`src/rtl/etroc_afc_pkg.sv`:
```
// Shared constants and state encoding for the ETROC PLL automatic frequency calibration.
package etroc_afc_pkg;

    localparam int CAP_W      = 6;
    localparam int CNT_W      = 12;
    localparam int WIN_CYC    = 1024;
    localparam int SETTLE_CYC = 256;
    localparam int TARGET     = 256;

    localparam int WIN_W    = $clog2(WIN_CYC);
    localparam int SETTLE_W = $clog2(SETTLE_CYC);
    localparam int TMR_W    = (WIN_W > SETTLE_W) ? WIN_W : SETTLE_W;
    localparam int IDX_W    = $clog2(CAP_W);

    // Search always starts from mid-scale: MSB set, all others clear.
    localparam logic [CAP_W-1:0] CAP_RESET = {1'b1, {(CAP_W-1){1'b0}}};

    typedef enum logic [2:0] {
        IDLE    = 3'd0,
        SETTLE  = 3'd1,
        MEASURE = 3'd2,
        DECIDE  = 3'd3,
        DONE    = 3'd4
    } afc_state_t;

endpackage

```
`src/rtl/etroc_afc_freq_meter.sv`:
```
// Feedback-toggle frequency meter: 2-FF synchroniser, both-edge detect, saturating windowed counter.
module etroc_afc_freq_meter
    import etroc_afc_pkg::*;
(
    input  logic             clk,
    input  logic             rst_n,
    input  logic             fb_tog,
    input  logic             clr,
    input  logic             en,
    output logic [CNT_W-1:0] count
);

    // [0],[1] resolve metastability; [2] holds the previous synchronised level for edge detect.
    logic [2:0]       sync_reg;
    logic [CNT_W-1:0] count_reg;
    logic             edge_seen;

    assign edge_seen = sync_reg[2] ^ sync_reg[1];

    always_ff @(posedge clk or negedge rst_n) begin
        if (!rst_n) begin
            sync_reg  <= '0;
            count_reg <= '0;
        end else begin
            sync_reg <= {sync_reg[1:0], fb_tog};
            if (clr) begin
                count_reg <= '0;
            end else if (en && edge_seen && (count_reg != {CNT_W{1'b1}})) begin
                count_reg <= count_reg + CNT_W'(1);
            end
        end
    end

    assign count = count_reg;

endmodule

```
`src/rtl/etroc_pll_afc_ctrl.sv`:
```
// AFC controller: MSB-first successive approximation of the VCO cap-bank code with static override.
// Optional error readback ports are enabled with `define ETROC_AFC_ERR_OUT_EN.
module etroc_pll_afc_ctrl
    import etroc_afc_pkg::*;
(
    input  logic             CLK40REF,
    input  logic             RSTn,
    input  logic             AFC_Start,
    input  logic             AFC_OverrideCtrl,
    input  logic [CAP_W-1:0] AFC_OverrideCtrl_val,
    input  logic             fbTog,
    output logic [CAP_W-1:0] AFC_calCap,
    output logic             AFC_busy,
    output logic             AFC_done
`ifdef ETROC_AFC_ERR_OUT_EN
    ,
    output logic signed [CNT_W:0] AFC_err,
    output logic             AFC_errValid
`endif
);

    localparam logic [TMR_W-1:0] SETTLE_LAST = TMR_W'(SETTLE_CYC - 1);
    localparam logic [TMR_W-1:0] WIN_LAST    = TMR_W'(WIN_CYC - 1);
    localparam logic [IDX_W-1:0] IDX_MSB     = IDX_W'(CAP_W - 1);

    afc_state_t       state_reg;
    logic [TMR_W-1:0] timer_reg;
    logic [IDX_W-1:0] bit_idx_reg;
    logic [CAP_W-1:0] cal_reg;
    logic             busy_reg;
    logic             done_reg;
    logic             start_reg;

    logic             start_edge;
    logic [CNT_W-1:0] meas_count;
    logic             too_fast;
    logic [CAP_W-1:0] decide_code;

    etroc_afc_freq_meter u_freq_meter (
        .clk    (CLK40REF),
        .rst_n  (RSTn),
        .fb_tog (fbTog),
        .clr    (state_reg == SETTLE),
        .en     (state_reg == MEASURE),
        .count  (meas_count)
    );

    assign start_edge = AFC_Start & ~start_reg;
    assign too_fast   = meas_count > CNT_W'(TARGET);

    // Resolve the current trial bit, then arm the next lower one if any remain.
    always_comb begin
        decide_code              = cal_reg;
        decide_code[bit_idx_reg] = too_fast;
        if (bit_idx_reg != '0) begin
            decide_code[bit_idx_reg - IDX_W'(1)] = 1'b1;
        end
    end

    always_ff @(posedge CLK40REF or negedge RSTn) begin
        if (!RSTn) begin
            state_reg   <= IDLE;
            timer_reg   <= '0;
            bit_idx_reg <= '0;
            cal_reg     <= CAP_RESET;
            busy_reg    <= 1'b0;
            done_reg    <= 1'b0;
            start_reg   <= 1'b0;
        end else begin
            start_reg <= AFC_Start;
            // Override dominates everything, including a simultaneous start edge.
            if (AFC_OverrideCtrl) begin
                state_reg   <= IDLE;
                timer_reg   <= '0;
                bit_idx_reg <= '0;
                cal_reg     <= AFC_OverrideCtrl_val;
                busy_reg    <= 1'b0;
                done_reg    <= 1'b0;
            end else begin
                case (state_reg)
                    IDLE, DONE: begin
                        if (start_edge) begin
                            state_reg   <= SETTLE;
                            timer_reg   <= '0;
                            bit_idx_reg <= IDX_MSB;
                            cal_reg     <= CAP_RESET;
                            busy_reg    <= 1'b1;
                            done_reg    <= 1'b0;
                        end
                    end
                    SETTLE: begin
                        if (timer_reg == SETTLE_LAST) begin
                            state_reg <= MEASURE;
                            timer_reg <= '0;
                        end else begin
                            timer_reg <= timer_reg + TMR_W'(1);
                        end
                    end
                    MEASURE: begin
                        if (timer_reg == WIN_LAST) begin
                            state_reg <= DECIDE;
                            timer_reg <= '0;
                        end else begin
                            timer_reg <= timer_reg + TMR_W'(1);
                        end
                    end
                    DECIDE: begin
                        cal_reg <= decide_code;
                        if (bit_idx_reg != '0) begin
                            bit_idx_reg <= bit_idx_reg - IDX_W'(1);
                            state_reg   <= SETTLE;
                        end else begin
                            state_reg <= DONE;
                            busy_reg  <= 1'b0;
                            done_reg  <= 1'b1;
                        end
                    end
                    default: begin
                        state_reg <= IDLE;
                        busy_reg  <= 1'b0;
                        done_reg  <= 1'b0;
                    end
                endcase
            end
        end
    end

    assign AFC_calCap = cal_reg;
    assign AFC_busy   = busy_reg;
    assign AFC_done   = done_reg;

`ifdef ETROC_AFC_ERR_OUT_EN
    localparam logic signed [CNT_W:0] ERR_TARGET = (CNT_W+1)'(TARGET);

    logic signed [CNT_W:0] err_reg;
    logic                  err_valid_reg;
    logic                  deciding;

    assign deciding = (state_reg == DECIDE) && !AFC_OverrideCtrl;

    always_ff @(posedge CLK40REF or negedge RSTn) begin
        if (!RSTn) begin
            err_reg       <= '0;
            err_valid_reg <= 1'b0;
        end else begin
            err_valid_reg <= deciding;
            if (deciding) begin
                err_reg <= $signed({1'b0, meas_count}) - ERR_TARGET;
            end
        end
    end

    assign AFC_err      = err_reg;
    assign AFC_errValid = err_valid_reg;
`endif

endmodule

```
`config.mk`:
```
export PLATFORM = sky130hd
export DESIGN_NAME = etroc_pll_afc_ctrl
export DESIGN_NICKNAME = d
export VERILOG_FILES = /design/src/rtl/etroc_afc_pkg.sv /design/src/rtl/etroc_afc_freq_meter.sv /design/src/rtl/etroc_pll_afc_ctrl.sv
export SDC_FILE = /design/constraint.sdc
export NUM_CORES = 1
export LEC_CHECK = 0
export ABC_AREA = 0
export ABC_CLOCK_PERIOD_IN_PS = 2100
export BUFFER_PORTS_ARGS = -buffer_cell sky130_fd_sc_hd__clkbuf_2
export CAP_MARGIN = 20
export CORE_UTILIZATION = 40
export CTS_CLUSTER_DIAMETER = 120
export CTS_CLUSTER_SIZE = 40
export DETAILED_ROUTE_END_ITERATION = 12
export PLACE_DENSITY_LB_ADDON = 0.08
export SYNTH_ARGS = -nofsm -noshare
export SYNTH_HDL_FRONTEND = slang
export SYNTH_SLANG_ARGS = --single-unit
```
`constraint.sdc`:
```
create_clock -name CLK40REF -period 2.1 [get_ports CLK40REF]
set_input_delay 0.21 -clock CLK40REF [delete_from_list [all_inputs] [get_ports CLK40REF]]
set_output_delay 0.21 -clock CLK40REF [all_outputs]
set_load 0.01 [all_outputs]
```
* Yosys cells after proc, flatten, opt, wreduce, memory -nomap -nowiden
Index checks and enable logic that the tools add are counted.
Storage, ports and cells: register bits after elaboration 40, input port bits 11, output and inout port bits 8, word-level logic and storage cells 84
Cells by class: add/subtract/negate cells 3, magnitude comparators 5, equal/unequal tests 13, mux-type cells 34, bitwise gates (word level) 4, reduce and logical (&&, ||, !) cells 16
Operator list (number):
- $mux 10 | 4
- $pmux 10 s3 | 1
- $mux 12 | 2
- $mux 3 | 8
- $mux 6 | 3
- $ne 3x3->1 const B | 5
- $add 12x1->12 const B | 1
- $gt 12x9->1 const B | 1
- $ne 12x12->1 const B | 1
- $pmux 3 s4 | 1
- $pmux 6 s2 | 1
- $add 10x1->10 const B | 1
- $eq 10x10->1 const B | 1
- $eq 10x8->1 const B | 1
- $reduce_and 3->1 | 3
- $lt 3x4->1 const B | 2
- $mux 1 | 8
- $bwmux 6 | 1
- $demux 1 s3 | 2
- $eq 3x2->1 const B | 2
- $ge 3x1->1 const B | 2
- $or 6x6->6 | 1
- $pmux 1 s3 | 2
- $pmux 3 s2 | 1
- 14 further kinds | 20

* Logic depth before layout (Yosys ltp)
word-level depth 9, depth in mapped cells 6, depth with buffers taken out 6

* Cells and area by module
Synthesis repeated with hierarchy kept, for this count alone.
Second synthesis, totals: cells, all modules 250, area total of the unflattened synthesis 2346.0 um^2
By module, submodules not included:
- etroc_pll_afc_ctrl | instances 1, cells each 176, area each 1577.8 um^2, sequential area each 626.9 um^2
- etroc_afc_freq_meter | instances 1, cells each 74, area each 768.2 um^2, sequential area each 375.4 um^2

* Worst setup path before layout
Ideal clock, no wire load.
kind register to register, start reg bit_idx_reg[1], end reg cal_reg[5], in the netlist AFC_calCap[5], setup time 89 ps, arrival 1608 ps, data required time 2011 ps, setup slack 403 ps, cell stages (with the launch flop) 7, path buffers 0, clock period less this slack 1697 ps, cells stage by stage dfrtp_1 inv_1 ha_1 or3b_2 a21oi_1 o21ai_0 a211oi_1
Between the ends: word-level cells in the longest chain between the ends 9, elaborated cells between the ends (all ways) 17, classes of those cells add/sub: 1; order compare: 4; mux: 8; bitwise: 1; reduce/logical: 3
Ends and longest elaborated chain:
- start, declared | line etroc_pll_afc_ctrl.sv:28 | logic [IDX_W-1:0] bit_idx_reg;
- start signal, assigned | line etroc_pll_afc_ctrl.sv:110 | bit_idx_reg <= bit_idx_reg - IDX_W'(1);
- $sub 3x1->3 (tied with other cells) | line etroc_pll_afc_ctrl.sv:56 | decide_code[bit_idx_reg - IDX_W'(1)] = 1'b1;
- $lt 3x4->1 (not written as such) (tied with other cells) | line etroc_pll_afc_ctrl.sv:56
- $logic_and 1x1->1 (not written as such) or $mux 1 (tied branches) | line etroc_pll_afc_ctrl.sv:56, etroc_pll_afc_ctrl.sv:54
- $mux 1 (not written as such) or $demux 1 s3 (tied branches) | line etroc_pll_afc_ctrl.sv:56, etroc_pll_afc_ctrl.sv:54
- $demux 1 s3 or $bwmux 6 (tied branches) | line etroc_pll_afc_ctrl.sv:56, etroc_pll_afc_ctrl.sv:54
- $or 6x6->6 (no line)
- $mux 6 * | line etroc_pll_afc_ctrl.sv:55 | if (bit_idx_reg != '0) begin
- $pmux 6 s2 * | line etroc_pll_afc_ctrl.sv:80 | case (state_reg)
- $mux 6 * | line etroc_pll_afc_ctrl.sv:72 | if (AFC_OverrideCtrl) begin
- end signal, assigned | line etroc_pll_afc_ctrl.sv:76 | cal_reg <= AFC_OverrideCtrl_val;
- end signal, assigned | line etroc_pll_afc_ctrl.sv:108 | cal_reg <= decide_code;
- end, declared | line etroc_pll_afc_ctrl.sv:29 | logic [CAP_W-1:0] cal_reg;
Mark *: on every way between the ends. The rest lies on a longest branch, timed or not. A chain may end at the register's enable or synchronous reset.

* Worst setup path in the final report
Same ends and word-level chain as after synthesis.

==> metrics.yaml <==
status: "completed"
r2r-start: "bit_idx_reg[1]"
grt_first_pass_wirelength_um: 9890
cts_tree: "built"
cts_buffer_depth: 2
ys.flop_type: "dfrtp_1"
grt_setup_unrepaired: "false"
layout_min_cycle_time_ns: 1.91
antenna_found_initial: 0
ys_seq_elements: 40
crit_required_ns: 2.31
critPathMaxFanout: 7
cts_buffers: 5
io_pins: 19
power_frac_seq_pct: 47.9
total_leakage_power_uw: 0.00116
critPathArrivalTime_ns: 2.12
yosys-top-cells-area: "dfrtp_1 39%, inv_1 3.3%, nand2_1 3.3%, a21oi_1 3.2%, o31ai_1 2.7%"
grt_start_max_net_pins: 24
synth_commonest_cells: "39 x dfrtp_1, 22 x inv_1, 22 x nand2_1"
synthesis.nets: 303
fin_skew_ns: 0.00919
synth.most_common_cell: "dfrtp_1"
area_growth_pct: 14.2
largest_register_ffs: 12
hold_start: "fbTog"
synthDistinctLibCells: 58
p_comb_share_pct: 16.8
drtAntennaViolNets: 0
dr.pass1.iters: 4
cts-root-buf: "clkbuf_8"
tns_ns: 0
fin_crit_sh_pct: 91.1
clk_latency_ns: 0.29
cp-startpoint: "bit_idx_reg[1]"
setup_viol: 0
peakVddDrop_mv: 0.363
async_flop_share_pct: 100
avgSynthCellArea_um2: 8.78
grt_pass1_vias: 2042
intPower_uw: 1290
p_sw_uw: 497
n_fill_cell: 587
wl_per_cell_um: 14.8
slew_viol_final: 0
clock_sinks: 40
clk_pin_slew_ns: 0.08
crit_path_start_kind: "register"
crit_type: "register to register"
drive_gt1_share_pct: 14.2
route.vias.total: 2253
grt_overflow: 0
min_path_type: "input pin to register"
fin_util_pct: 48.0
ctsHtreeMaxLevel: 2
synth_largest_area_cell: "dfrtp_1"
first_iter_violations: 84
cts_setup_buffers: 0
fmax_ghz: 0.523
synth_edf_count: 0
die_w_um: 81.4
drc_errors: 0
fp.dieH_um: 81.4
syn_area_mm2: 0.00252
crit_path_end_kind: "register"
p_per_area_mw_per_mm2: 620
yosys_warnings: 0
switching_share_pct: 27.9
worst_pin_slew_ns: 0.537
layout_setup_ws_ns: 0.187
slew_headroom_pct: 63.9
start_util_pct: 42.1
nets: 331
port_buffers: 18
hold_slack_ns: 0.0267
syn-instance-count: 287
core_area_mm2: 0.00599
ys_seq_area_share_pct: 39.8
hold_viol: 0
grt_usage_pct: 19.5
maxCapViolCount: 0
wirelength_um: 5780
synth_top_area_share_pct: 38.7
die_area_mm2: 0.00662
p_clk_share_pct: 35.3
viasPerCell: 5.76
post-dp-hpwl_um: 4290
antenna-diode-count: 0
finalWeightedCongestion: 0.791
rows: 28
preCtsSetupSlack_ns: 0.238
## layer usage
metal / global-route usage, % / part of all wire (%) / vias to the layer above
li1: - / - / 1145
met2: 29.3 / 45 / 27
met1: 28.2 / 51 / 1073
met3: 3.37 / 2.6 / 8
met5: 0 / 0 / -
met4: 6.43 / 1.5 / 0
## area by class of cell
class | instances | area [um^2] | area share, %
well taps | 75 | 93.8 | 3.26
multi-input cells | 212 | 1380 | 47.9
flip-flops and latches | 40 | 1000 | 34.8
clock inverters | 2 | 35.0 | 1.22
repair buffers | 34 | 213 | 7.39
clock buffers | 6 | 72.6 | 2.52
inverters | 22 | 82.6 | 2.87
## logic make-up (layout without fill, tap and decap cells)
logic type / count (synthesis) / after routing / synth area share (%)
AND/OR/NAND/NOR: 118 / 118 / 26.7
AO/OA/AOI/OAI: 86 / 86 / 24.3
flip-flops: 40 / 40 / 39.8
buffers and inverters: 35 / 64 / 5.56
adder cells (fa/ha/maj): 5 / 5 / 2.48
multiplexers: 2 / 2 / 0.794
XOR/XNOR: 1 / 1 / 0.348
## cell usage in the layout (no fill, tap or decap), drive strengths merged, types with 7 or more instances in the layout
cell type  count
a21oi         16
o21ai         13
nand3         12
nand2b        10
nor2b          7
dfrtp         39
clkbuf        24
inv           22
nor3           7
or4            7
buf           15
nor2          17
o31ai          9
nand2         22
## critical path, stage by stage (launching register included)
cell and delay (ns):
dfrtp_1 0.44, inv_1 0.16, ha_1 0.24, or3b_2 0.49, a21oi_1 0.14, o21ai_0 0.11, a211oi_1 0.23
## path summary, 6_finish.rpt
path	endpoint	slack (ns)	cells past startpoint
min	u_freq_meter.sync_reg[0]	0.03	1
max in group asynchronous	AFC_calCap[5]	1.20	3
max reg2reg	AFC_calCap[5]	0.19	6
min in group asynchronous	timer_reg[2]	0.29	2
max	AFC_calCap[5]	0.19	6
min reg2reg	u_freq_meter.sync_reg[1]	0.36	0
## per-stage QoR
stage                     area, um^2  total power (uW)  instances
after CTS                       2880              1810        391
after floorplan                 2520              1050        287
after global placement          2760              1170        382
after global routing            2880              1880        391
final                           2880              1780        391
after detailed placement        2760              1170        382
## repair_timing
action | 4_1_cts | 5_1_grt
hold buffers | 1 | 0
hold endpoints to repair | 6 | 0
gates resized for setup | 0 | 0
## power groups by stage
stage                     Clock, uW  Combinational (uW)  Sequential, uW
after global routing            679                 337             863
after global placement            0                 302             868
after floorplan                   0                 186             862
final                           630                 299             854
after detailed placement          0                 303             870
after CTS                       655                 305             855
Power figures use the tool's default switching activity.
